## src/rtl/mux8_ser_pkg.sv

```systemverilog
// Shared types and helpers for the 8:1 mux serializer controller.
package mux8_ser_pkg;

  typedef enum logic {
    IDLE  = 1'b0,
    SHIFT = 1'b1
  } state_e;

  localparam int DATA_W = 8;
  localparam int SEL_W  = 3;

  // Select value a frame starts from (and rests at while idle).
  function automatic logic [SEL_W-1:0] start_sel(input logic msb_first);
    return msb_first ? 3'd7 : 3'd0;
  endfunction

endpackage

```

## src/rtl/bit_timer.sv

```systemverilog
// Clock counter marking the first and last clock of each bit period.
module bit_timer #(
  parameter int CLKS_PER_BIT = 4
) (
  input  logic clk,
  input  logic rst,
  input  logic en,
  input  logic restart,
  output logic first_o,
  output logic last_o
);

  localparam int CNT_W = (CLKS_PER_BIT > 1) ? $clog2(CLKS_PER_BIT) : 1;
  localparam logic [CNT_W-1:0] LAST_CNT = CNT_W'(CLKS_PER_BIT - 1);

  logic [CNT_W-1:0] cnt_r;

  assign first_o = en && (cnt_r == '0);
  assign last_o  = en && (cnt_r == LAST_CNT);

  // Count 0..C-1 while enabled, wrapping so back-to-back bits need no restart.
  always_ff @(posedge clk) begin
    if (rst) begin
      cnt_r <= '0;
    end else if (restart) begin
      cnt_r <= '0;
    end else if (last_o) begin
      cnt_r <= '0;
    end else if (en) begin
      cnt_r <= cnt_r + CNT_W'(1);
    end else begin
      cnt_r <= cnt_r;
    end
  end

endmodule

```

## src/rtl/mux8_serializer_ctrl.sv

```systemverilog
// Latches a byte and steps the select of a downstream 8:1 mux through all
// eight positions, producing framing, per-bit strobe and done pulses.
module mux8_serializer_ctrl
  import mux8_ser_pkg::*;
#(
  parameter int CLKS_PER_BIT = 4,
  parameter bit MSB_FIRST    = 1'b0
) (
  input  logic              clk,
  input  logic              rst,
  input  logic [DATA_W-1:0] in_data,
  input  logic              in_valid,
  output logic              in_ready,
  output logic [DATA_W-1:0] data_o,
  output logic [SEL_W-1:0]  sel_o,
  output logic              frame_o,
  output logic              bit_strobe_o,
  output logic              done_o
);

  localparam logic [SEL_W-1:0] START = start_sel(MSB_FIRST);

  state_e           state_r;
  logic [SEL_W-1:0] bit_cnt_r;
  logic [SEL_W-1:0] bit_cnt_next_s;
  logic             first_s;
  logic             last_s;
  logic             in_ready_s;
  logic             accept_s;
  logic             frame_end_s;

  bit_timer #(
    .CLKS_PER_BIT(CLKS_PER_BIT)
  ) u_bit_timer (
    .clk    (clk),
    .rst    (rst),
    .en     (state_r == SHIFT),
    .restart(accept_s),
    .first_o(first_s),
    .last_o (last_s)
  );

  assign in_ready     = in_ready_s;
  assign bit_strobe_o = first_s;

  // Handshake, end-of-frame detection and next bit index.
  always_comb begin
    frame_end_s = (state_r == SHIFT) && last_s && (bit_cnt_r == 3'd7);
    if (rst) begin
      in_ready_s = 1'b0;
    end else if (state_r == IDLE) begin
      in_ready_s = 1'b1;
    end else begin
      in_ready_s = frame_end_s;
    end
    accept_s = in_valid && in_ready_s;
    if (accept_s) begin
      bit_cnt_next_s = 3'd0;
    end else if ((state_r == SHIFT) && last_s) begin
      bit_cnt_next_s = bit_cnt_r + 3'd1;  // 7 wraps to 0 so sel rests at START
    end else begin
      bit_cnt_next_s = bit_cnt_r;
    end
  end

  // Frame FSM with registered data, select, frame and done outputs.
  always_ff @(posedge clk) begin
    if (rst) begin
      state_r   <= IDLE;
      data_o    <= 8'h00;
      sel_o     <= START;
      frame_o   <= 1'b0;
      done_o    <= 1'b0;
      bit_cnt_r <= 3'd0;
    end else begin
      done_o    <= frame_end_s;
      bit_cnt_r <= bit_cnt_next_s;
      sel_o     <= MSB_FIRST ? ~bit_cnt_next_s : bit_cnt_next_s;
      if (accept_s) begin
        data_o <= in_data;
      end else begin
        data_o <= data_o;
      end
      case (state_r)
        IDLE: begin
          if (accept_s) begin
            state_r <= SHIFT;
            frame_o <= 1'b1;
          end else begin
            state_r <= IDLE;
            frame_o <= 1'b0;
          end
        end
        SHIFT: begin
          if (accept_s) begin
            state_r <= SHIFT;
            frame_o <= 1'b1;
          end else if (frame_end_s) begin
            state_r <= IDLE;
            frame_o <= 1'b0;
          end else begin
            state_r <= SHIFT;
            frame_o <= 1'b1;
          end
        end
        default: begin
          state_r <= IDLE;
          frame_o <= 1'b0;
        end
      endcase
    end
  end

endmodule

```

## config.mk

```make
export PLATFORM = sky130hd
export DESIGN_NAME = mux8_serializer_ctrl
export DESIGN_NICKNAME = d
export VERILOG_FILES = /design/src/rtl/mux8_ser_pkg.sv /design/src/rtl/bit_timer.sv /design/src/rtl/mux8_serializer_ctrl.sv
export SDC_FILE = /design/constraint.sdc
export NUM_CORES = 1
export LEC_CHECK = 0
export CORE_MARGIN = 2
export CORE_UTILIZATION = 40
export CTS_CLUSTER_DIAMETER = 60
export CTS_CLUSTER_SIZE = 20
export DETAILED_ROUTE_END_ITERATION = 16
export DONT_BUFFER_PORTS = 1
export GPL_ROUTABILITY_DRIVEN = 0
export GPL_TIMING_DRIVEN = 0
export HOLD_SLACK_MARGIN = 0.08
export SETUP_SLACK_MARGIN = 0.15
export SYNTH_ARGS = -nofsm -noshare
export SYNTH_HDL_FRONTEND = slang
export SYNTH_SLANG_ARGS = --single-unit
```

## constraint.sdc

```tcl
create_clock -name clk -period 1.4 [get_ports clk]
set_input_delay 0.28 -clock clk [delete_from_list [all_inputs] [get_ports clk]]
set_output_delay 0.28 -clock clk [all_outputs]
set_load 0.02 [all_outputs]
```

# Word-level counts from Yosys, hierarchy flattened
# Cells that the tools add are included.
totals:
  in_bits: 11
  out_inout_bits: 15
  elab_cells: 24
  ff_bits: 15
op_classes:
  n_mux: 6
  addsub: 2
  bitwise: 1
  eq_ne: 2
  reduce_logical: 8
ops:
  columns: ["operator", "count"]
  rows:
  - ["1-bit logical AND", 5]
  - ["1-bit two-way mux", 5]
  - ["3-bit by 1-bit adder with 3-bit output (second input constant)", 1]
  - ["3-bit == test (second input constant)", 1]
  - ["3-bit OR reduction", 1]
  - ["2-bit by 1-bit adder with 2-bit output (second input constant)", 1]
  - ["2-bit == test (second input constant)", 1]
  - ["2-bit zero test", 1]
  - ["1-bit case mux with 2 select lines", 1]
  - ["2-bit OR reduction", 1]
  - ["1-bit NOT", 1]

# Depth between registers and ports, before layout
# Gate-level depths: netlist of the first run.
depth:
  word_depth: 9
  mapped_depth: 5
  ltp_nobuf: 5

# Cells and area by module
# A second synthesis of the first run with hierarchy kept.
unflattened:
  cells_unflattened: 60
  area_unflattened_um2: 710.7
by_module_without_submodules:
  columns: ["mod", "cells_each", "seq_area_each_um2", "instances", "area_per_inst_um2"]
  rows:
  - ["mux8_serializer_ctrl", 46, 260.2, 1, 576.8]
  - ["bit_timer", 14, 40.0, 1, 133.9]

# Least setup slack after synthesis of the first run
# Ideal clock, no wire load.
synth_path:
  kind: "flip-flop to flip-flop"
  startpoint: "register bit_cnt_r[0]"
  endpoint: "register data_o[0]"
  arrival_time_ps: 1535
  period_less_slack_ps: 1656
  setup_time_ps: 121
  path_stages_with_launch: 6
  required_ps: 1279
  slack_ps: -256
  cell_sequence: "dfxtp_1 -> ha_1 -> ha_1 -> a21boi_4 -> nor3_4 -> mux2_2"
synth_between:
  elab_chain_len: 5
synth_lines:
  columns: ["element", "line", "source"]
  rows:
  - ["start, declared", "mux8_serializer_ctrl.sv:24", "logic [SEL_W-1:0] bit_cnt_r;"]
  - ["start signal, assigned", "mux8_serializer_ctrl.sv:77", "bit_cnt_r <= bit_cnt_next_s;"]
  - ["3-bit == test", "mux8_serializer_ctrl.sv:48", "frame_end_s = (state_r == SHIFT) && last_s && (bit_cnt_r == 3'd7);"]
  - ["1-bit logical AND", "mux8_serializer_ctrl.sv:48", null]
  - ["1-bit two-way mux", "mux8_serializer_ctrl.sv:51", "end else if (state_r == IDLE) begin"]
  - ["1-bit two-way mux", "mux8_serializer_ctrl.sv:49", "if (rst) begin"]
  - ["1-bit logical AND", "mux8_serializer_ctrl.sv:56", "accept_s = in_valid && in_ready_s;"]
  - ["end signal, assigned", "mux8_serializer_ctrl.sv:80", "data_o <= in_data;"]
  - ["end signal, assigned", "mux8_serializer_ctrl.sv:82", "data_o <= data_o;"]
  - ["end, declared", "mux8_serializer_ctrl.sv:14", "output logic [DATA_W-1:0] data_o,"]
# Every way passes these cells.
# A chain may end at the register's enable or synchronous reset.

# Final worst setup path of the first run
layout_path:
  startpoint: "register bit_cnt_r[0]"
  endpoint: "output port in_ready"
layout_between:
  elab_chain_len: 4
layout_lines:
  columns: ["element", "line", "source"]
  rows:
  - ["3-bit == test", "mux8_serializer_ctrl.sv:48", null]
  - ["1-bit logical AND", "mux8_serializer_ctrl.sv:48", null]
  - ["1-bit two-way mux", "mux8_serializer_ctrl.sv:51", null]
  - ["1-bit two-way mux", "mux8_serializer_ctrl.sv:49", null]
  - ["end, declared", "mux8_serializer_ctrl.sv:13", "output logic in_ready,"]
# Every way passes these cells.

==> run summary, run 1 <==
Crit path launch type - flop
Post-synth cell types - 17
Setup WS pre-CTS - -0.278 ns
Detailed placer's ending HPWL - 805 µm
Die Y-Extent - 44.7 µm
Pleak - 0.353 nW
Clock share of power - 29.1%
Main area contributors after synthesis - dfxtp_1, mux2_2, and2b_1, ha_1, a21oi_1
Post-Syn Instances - 63
CTS H-tree lvls - 1
Hold Vio Cnt, Final - 0
Initial antenna violation count - 0
Final worst-path cycle share - 112%
Sw Pwr - 0.000217 W
First-pass GRT wire length - 1950 µm
Crit path time final - 1.56 ns
Comb pwr share - 12.4%
Die Outline Area - 2000 µm²
Detailed Routing Iterations Pass 1 - 1
Final setup fails - 14
Layout cell share with drive strength beyond 1 - 50.0%
N_diodes - 0
Clk_skew - 0.00633 ns
Cell taking the most area after synthesis - dfxtp_1
Worst setup EP type - primary output
CTS buffer count - 3
Wirelength, routed - 1170 µm
Row count - 14
All-Layer GR Usage - 13.8%
Register area share after synthesis - 45.3%
Synth warn - 0
Worst EP arrival - 1.28 ns
Root buffer cell - clkbuf_4
Power Density - 982 nW/µm²
DR vias/cell - 5.36
Pint - 0.000610 W
Initial DRC count - 0
Hold_buf cts - 0
Crit path max fanout - 3
#FFs+latches synth - 15
CTS tree - done
WL per Instance - 13.3 µm
# fillers - 138
Worst-Skew Late Latency - 0.28 ns
Placed cell count - 79
Cell Area, Placed - 723 µm²
Sequential power share - 58.5%
Final ANT Viol Nets - 0
Worst Slack Setup Final - -0.163 ns
Max-slew headroom - 72.2%
Avg Synthesized Cell Area - 10.5 µm²
Failing checks - negative setup slack
Drc violations - 0
Die span in x - 44.7 µm
Finished Layout Cells - 88
Slew @ Worst Pin - 0.416 ns
Synth top area share - 45.3%
FF+latch area - 313 µm²
Sinks on Clock Net - 15
Syn nets - 78
Maxcap violations - 0
WS Path Type - flop to primary output
CP required - 1.12 ns
Fin. max-slew vios - 0
Hold WS - 0.114 ns
Status - finished, violations left
# IOs - 26
Final Cell Area - 842 µm²
Total gr overflow - 0
Synthesized area - 663 µm²
Most frequent cells in the layout - dfxtp_1, and2b_1, mux2_2
Vias in the first global route - 456
Switching Share - 26.2%
Area growth syn-to-layout - 27.0%
Core area - 1520 µm²
CTS max path bufs - 2
RSZ-0062 raised after global routing - true
Achievable Freq - 640 MHz
Port bufs - 0
Initial core utilization - 43.5%
Nets - 88
Most common cell after layout, fill and taps aside - dfxtp_1
HP Class - input pin to flop
VDD IR max - 0.606 mV
Multi-input logic area - 414 µm²
CTS clk-pin slew, worst paths - 0.09 ns
Via count - 472
Largest net degree at the start of global routing - 11
-- cell usage after synthesis (all sizes together) --
master  number
nor3         1
ha           4
mux2         8
nor3b        2
nand3        2
and2         1
clkbuf       1
nor2         5
o21bai       1
xor2         1
nand2        4
dfxtp       15
nand3b       1
inv          4
a21oi        4
a21boi       1
and2b        8
-- sequential cells by signal, summed over array words and instances, names as in the netlist --
signal	flops
state_r	1
data_o	8
done_o	1
bit_cnt_r	3
u_bit_timer.cnt_r	2
-- power groups by stage --
stage	Combinational (W)	Clock, W	Sequential [W]
floorplan	0.0000633	0	0.000488
global route	0.000112	0.000276	0.000487
global placement	0.0000702	0	0.000493
CTS	0.0000994	0.000254	0.000484
detailed placement	0.0000717	0	0.000493
finish	0.000103	0.000241	0.000483
-- critical path: stages, from the launching register on --
cell      delay [ns]
dfxtp_4         0.39
ha_4            0.17
ha_4            0.16
a21boi_4        0.21
nor2_4          0.08
-- final cells by class --
cell class	count	share of cell area (%)
Inverter	4	1.78
Clock inverter	1	0.594
Timing Repair Buffer	5	5.79
Sequential cell	15	37.1
Multi-Input combinational cell	43	49.2
Tap cell	16	2.38
Clock buffer	3	2.67
Buffer	1	0.446
-- worst paths after layout --
kind / startpoint / endpoint / slack [ns] / cells past startpoint
hold reg to reg: u_bit_timer.cnt_r[1] / u_bit_timer.cnt_r[1] / 0.50 / 2
setup / recovery: bit_cnt_r[0] / in_ready / -0.16 / 4
setup reg to reg: bit_cnt_r[0] / data_o[5] / -0.16 / 6
hold / removal: in_valid / state_r / 0.11 / 2
-- timing repair --
item | 4_1_cts | 5_1_grt
gates resized for setup | 16 | 3
pin swaps | 2 | 2
setup buffers | 5 | 0
cloned | 0 | 0
endpoints found under the setup margin | 15 | 16
-- per-stage QoR --
stage / setup TNS [ns] / util [%] / power [W]
final: -1.46 / 55.3 / 0.000827
after global routing: -2.20 / 55.3 / 0.000874
after CTS: -1.23 / 54.5 / 0.000837
after detailed placement: -2.14 / 47.5 / 0.000565
after global placement: -2.10 / 47.5 / 0.000563
after floorplan: -1.07 / - / 0.000552
-- logic make-up after synthesis --
kind of cell	Yosys count	share of synthesized area, %
flops	15	45.3
buf+inv	5	2.83
mux	8	13.6
simple gates	24	22.5
xor+xnor	1	1.32
fa+ha+maj	4	7.55
compound gates	6	6.98
-- layer usage --
layer / up-vias / track usage (%) / wire length, µm
met1: 221 / 14.5 / 454
met4: 0 / 5.45 / 9
li1: 231 / - / -
met3: 2 / 6.80 / 121
met2: 18 / 23.5 / 583
met5: - / 0 / 0
Power figures use the tool's default switching activity.
==> inputs of run 2 (changes only) <==
Settings changed: SLEW_MARGIN set to 20.
==> results of run 2 <==
Same layout as run 1: the final DEF is identical, and so are final timing and power.
